[config.mk]
export PLATFORM = sky130hd
export DESIGN_NAME = sat_counter
export DESIGN_NICKNAME = d
export VERILOG_FILES = /design/src/rtl/sat_counter.sv
export SDC_FILE = /design/constraint.sdc
export NUM_CORES = 1
export LEC_CHECK = 0
export BUFFER_PORTS_ARGS = -buffer_cell sky130_fd_sc_hd__buf_4
export CAP_MARGIN = 25
export CORE_AREA = 8 8 45 47
export CTS_BUF_LIST = sky130_fd_sc_hd__clkbuf_2 sky130_fd_sc_hd__clkbuf_4 sky130_fd_sc_hd__clkbuf_8
export CTS_CLUSTER_DIAMETER = 100
export DETAILED_ROUTE_END_ITERATION = 12
export DIE_AREA = 0 0 53 55
export MAX_ROUTING_LAYER = met4
export PLACE_DENSITY = 0.57
export SLEW_MARGIN = 20
export SYNTH_ARGS = -nofsm -noshare
export SYNTH_HDL_FRONTEND = slang
export SYNTH_SLANG_ARGS = --single-unit
[constraint.sdc]
create_clock -name clk -period 2.3 [get_ports clk]
set_clock_uncertainty 0.2 [all_clocks]
set_input_delay 0.23 -clock clk [delete_from_list [all_inputs] [get_ports clk]]
set_output_delay 0.23 -clock clk [all_outputs]
set_load 0.1 [all_outputs]
[src/rtl/sat_counter.sv]
// Up-counter with synchronous clear that holds at all-ones instead of wrapping.
module sat_counter #(
    parameter int W = 8
) (
    input  logic         clk,
    input  logic         rst_n,
    input  logic         clr,
    input  logic         inc,
    output logic [W-1:0] q
);

    // NOTE: sequential state uses non-blocking assignments so every flop samples pre-edge values.
    always_ff @(posedge clk or negedge rst_n) begin
        if (!rst_n) begin
            q <= '0;
        end else if (clr) begin
            q <= '0;
        end else if (inc && (q != '1)) begin
            q <= q + W'(1);
        end
    end

endmodule

# Word-level counts from Yosys, hierarchy flattened
# Cells that the tools add are included.
dict set report word_totals {
  register_bits 8
  inputBits 4
  output_inout_bits 8
  wordCells 7
}
dict set report op_classes {
  addsub 1
  n_eq_ne 1
  n_mux 2
  reduce_logical 2
}
# operator n
set ops {}
lappend ops {{two-way mux 8 bit} 2}
lappend ops {{adder 8 x 1 -> 8 bit, second input constant} 1}
lappend ops {{inequality test 8 bit, second input constant} 1}
lappend ops {{nonzero test 2 bit} 1}
lappend ops {{logical AND 1 bit} 1}

# Longest topological paths before layout
dict set report logic_depth {
  depth_word 4
  mapped_depth 4
  depth_no_buf 4
}

# Worst setup path before layout
# No wires, ideal clock.
dict set report synth_path {
  kind {flip-flop to flip-flop}
  startpoint {register q[0]}
  endpoint {register q[0]}
  setup_time_ns 0.125
  arrival_time_ns 2.010
  t_required_ns 1.975
  path_slack_ns -0.035
  path_stages_with_launch 5
  path_buffers 0
  period_less_slack_ns 2.335
  cell_sequence {dfrtp_1 > ha_1 > and4_2 > a21boi_1 > mux2_2}
}
dict set report synth_via {
  elab_chain_len 3
  elab_cells_between_ends 6
  cone_classes {add/sub: 1; eq/ne: 1; mux: 2; reduce/logical: 2}
}
# item line_no
set synth_lines {}
lappend synth_lines {{start: declaration} 9} ;# output logic [W-1:0] q
lappend synth_lines {{start signal: assignment} 19} ;# q <= q + W'(1);
lappend synth_lines {{adder 8 x 1 -> 8 bit / inequality test 8 bit (equally long branches)} {19, 18}}
lappend synth_lines {{two-way mux 8 bit / logical AND 1 bit (equally long branches)} 18} ;# end else if (inc && (q != '1)) begin
lappend synth_lines {{two-way mux 8 bit / nonzero test 2 bit (equally long branches)} --}
# Parallel ways exist; a longest one is shown, timed or not. The select of a mux whose other input is x is not followed.
# A chain may end at the register's enable or synchronous reset.

# Worst setup path after layout
# Same ends and word-level chain as after synthesis.

==> impl_metrics.py <==
metrics = {
    "grt": {
        "grt_max_degree": 12,
        "grt_usage_pct": 8.366,
        "grt_overflow_total": 0,
        "antenna_found_initial": 0,
        "grt_pass1_wl_um": 1676,
        "grt_pass1_vias": 349,
    },
    "setup_path": {
        "crit_chain": "ha_1, and4_2, a21boi_1, mux2_2",
        "regToRegSetupSlack_ps": 390,
        "crit_type": "reg2reg",
        "path_max_fanout": 7,
        "critical_path_buf_inv_count": 0,
        "crit_path_max_incr_delay_ps": 440,
        "cp_top_family": "flip-flops",
        "r2r_start": "q[0]",
        "crit_path_top_delay_cell": "dfrtp_2",
        "setup.worst_path.end_class": "flip-flop",
        "start_kind": "flip-flop",
        "r2r-end": "q[0]",
        "worstRegToRegCells": 4,
        "arrival_ps": 1850,
        "worst_ep_required_time_ps": 2240,
    },
    "worst_hold_path": {
        "whs_path_depth": 2,
        "min_path_type": "in2reg",
        "hold_end": "q[7]",
        "hp-start": "clr",
    },
    "cells_and_area": {
        "top_register": "q",
        "mostFrequentLayoutCells": "buf_4 (11), dfrtp_1 (6), nor3_1 (4), clkbuf_4 (4)",
        "drive_gt1_share_pct": 33.33,
        "mostFrequentLayoutCell": "buf_4",
        "multi_input_area_um2": 247.7,
        "syn_to_final_growth_pct": 29.38,
        "top_regs": "q (8)",
        "antenna_cells": 0,
        "register_area_um2": 202.7,
        "utilization_pct": 43.40,
        "num-fill-cells": 151,
        "largest_reg_flops": 8,
        "nets": 69,
    },
    "status": {
        "status": "completed",
    },
    "pwr": {
        "seq_power_share_pct": 44.5,
        "netSwitchingFraction_pct": 29.02,
        "comb_power_share_pct": 16.5,
        "p_per_area_nw_per_um2": 560.3,
        "p_switching_w": 0.00009766,
        "p_int_w": 0.0002388,
        "ir_drop_v": 0.0002112,
        "power_frac_clock_pct": 39.0,
        "leakagePower_nw": 0.2628,
    },
    "logic_synthesis": {
        "synth_warnings": 0,
        "yosysUniqueCellTypes": 28,
        "avgSynthCellArea_um2": 9.473,
        "syn_area_um2": 464.2,
        "syn-instance-count": 49,
        "synthFlopType": "dfrtp_1",
        "synth_edf_count": 0,
        "ys_seq_elements": 8,
        "ys_seq_area_share_pct": 43.13,
        "synthesis.nets": 54,
        "ys_async_sr_fraction_pct": 100.0,
    },
    "clock_tree": {
        "postCtsSetupBuffers": 0,
        "clk_path_buf_depth": 2,
        "clkLatencyLatePin_ps": 250,
        "cts_made_buffers": 3,
        "tritoncts": "built",
        "path_clk_slew_ps": 60,
        "cts_sinks": 8,
        "htree_levels": 1,
        "cts_root_buf": "clkbuf_4",
    },
    "detailed_routing": {
        "drc_errors": 0,
        "wl_per_cell_um": 13.96,
        "drt_first_iter_violations": 9,
        "firstDrtPassIters": 4,
        "wl_um": 1103,
        "routed_via_density": 5.494,
        "vias": 434,
        "detail-route-antenna-nets": 0,
    },
    "sta": {
        "max_freq_mhz": 524.3,
        "rsz0062_at_grt": "no",
        "maxSlewViolCount": 0,
        "whs_ps": 25.46,
        "min_period_ps": 1907,
        "tns_ps": 0,
        "fin_crit_sh_pct": 82.93,
        "tightest_slew_ps": 351.7,
        "finalSetupViolCount": 0,
        "maxSlewHeadroom_pct": 75.95,
        "hold_viol_final": 0,
    },
    "floorplan": {
        "ios": 12,
        "rows": 14,
        "die_area_um2": 2915,
        "fp.dieW_um": 53,
        "coreArea_um2": 1384,
        "start_util_pct": 33.54,
        "die_h_um": 55,
    },
    "placement": {
        "numPortBuffers": 11,
        "gp_congestion": 0.7617,
        "dp_hpwl_um": 802.3,
    },
    "run": {
        "cap_viol_max_count": 0,
    },
}
-- logic make-up after synthesis --
logic type | share of synthesized area, %
mux | 7.008
compound gates | 12.67
flops | 43.13
fa+ha+maj | 2.695
simple gates | 31.00
buf+inv | 3.503
-- how the worst max path moves through the flow --
stage / slack [ps] / from / cells after the start / to
2_1_floorplan: 200 / q[2] / 3 / q[0]
3_3_place_gp: 450 / q[0] / 4 / q[0]
3_5_place_dp: 410 / q[0] / 4 / q[0]
4_1_cts: 400 / q[0] / 4 / q[0]
5_1_grt: 320 / q[0] / 4 / q[0]
6_report: 390 / q[0] / 4 / q[0]
-- per-stage QoR --
stage / std cells / power [W] / setup WS [ps] / instance area, µm²
after global placement: 74 / 0.0002068 / 446.3 / 560.5
after detailed placement: 74 / 0.0002070 / 406.0 / 560.5
after global routing: 79 / 0.0003594 / 317.6 / 600.6
final: 79 / 0.0003365 / 392.5 / 600.6
after floorplan: 49 / 0.0001909 / 196.1 / 466.7
after CTS: 79 / 0.0003437 / 395.6 / 600.6
-- cell usage after synthesis, types with 2 or more instances --
| master | instances | area share [%] |
|---|---|---|
| inv_1 | 2 | 1.6 |
| nand2_1 | 2 | 1.6 |
| nor2_1 | 2 | 1.6 |
| nand3_1 | 2 | 2.2 |
| mux2_2 | 2 | 4.9 |
| a21oi_1 | 3 | 3.2 |
| nor2b_1 | 3 | 4.0 |
| nor3_1 | 4 | 4.3 |
| nand2b_1 | 3 | 4.0 |
| dfrtp_1 | 8 | 43 |
-- layout make-up --
cell class	count	area share, %
Sequential cell	8	33.75
Inverter	2	1.250
Tap cell	16	3.333
Timing Repair Buffer	12	15.42
Multi-Input combinational cell	37	41.25
Clock buffer	4	5.000
-- routing by layer --
| metal | vias to the layer above | share of wire, % | GRT usage, % |
|---|---|---|---|
| met3 | 0 | 8.3 | 4.011 |
| li1 | 211 | - | - |
| met1 | 213 | 46 | 9.677 |
| met5 | - | 0 | - |
| met2 | 10 | 46 | 11.33 |
| met4 | 0 | 0 | 5.172 |
-- power groups by stage --
stage	combinational [W]	sequential [W]	clock (W)
floorplan	0.0000144	0.000177	0
global placement	0.0000552	0.000152	0
detailed placement	0.0000549	0.000152	0
CTS	0.0000562	0.000150	0.000138
global route	0.0000592	0.000150	0.000150
finish	0.0000555	0.000150	0.000131
-- repair_timing --
action,CTS,global route
hold endpoints to repair,8,0
gates resized for setup,0,0
hold buffers,1,0
Note: power is estimated with default switching activity, not from simulation.
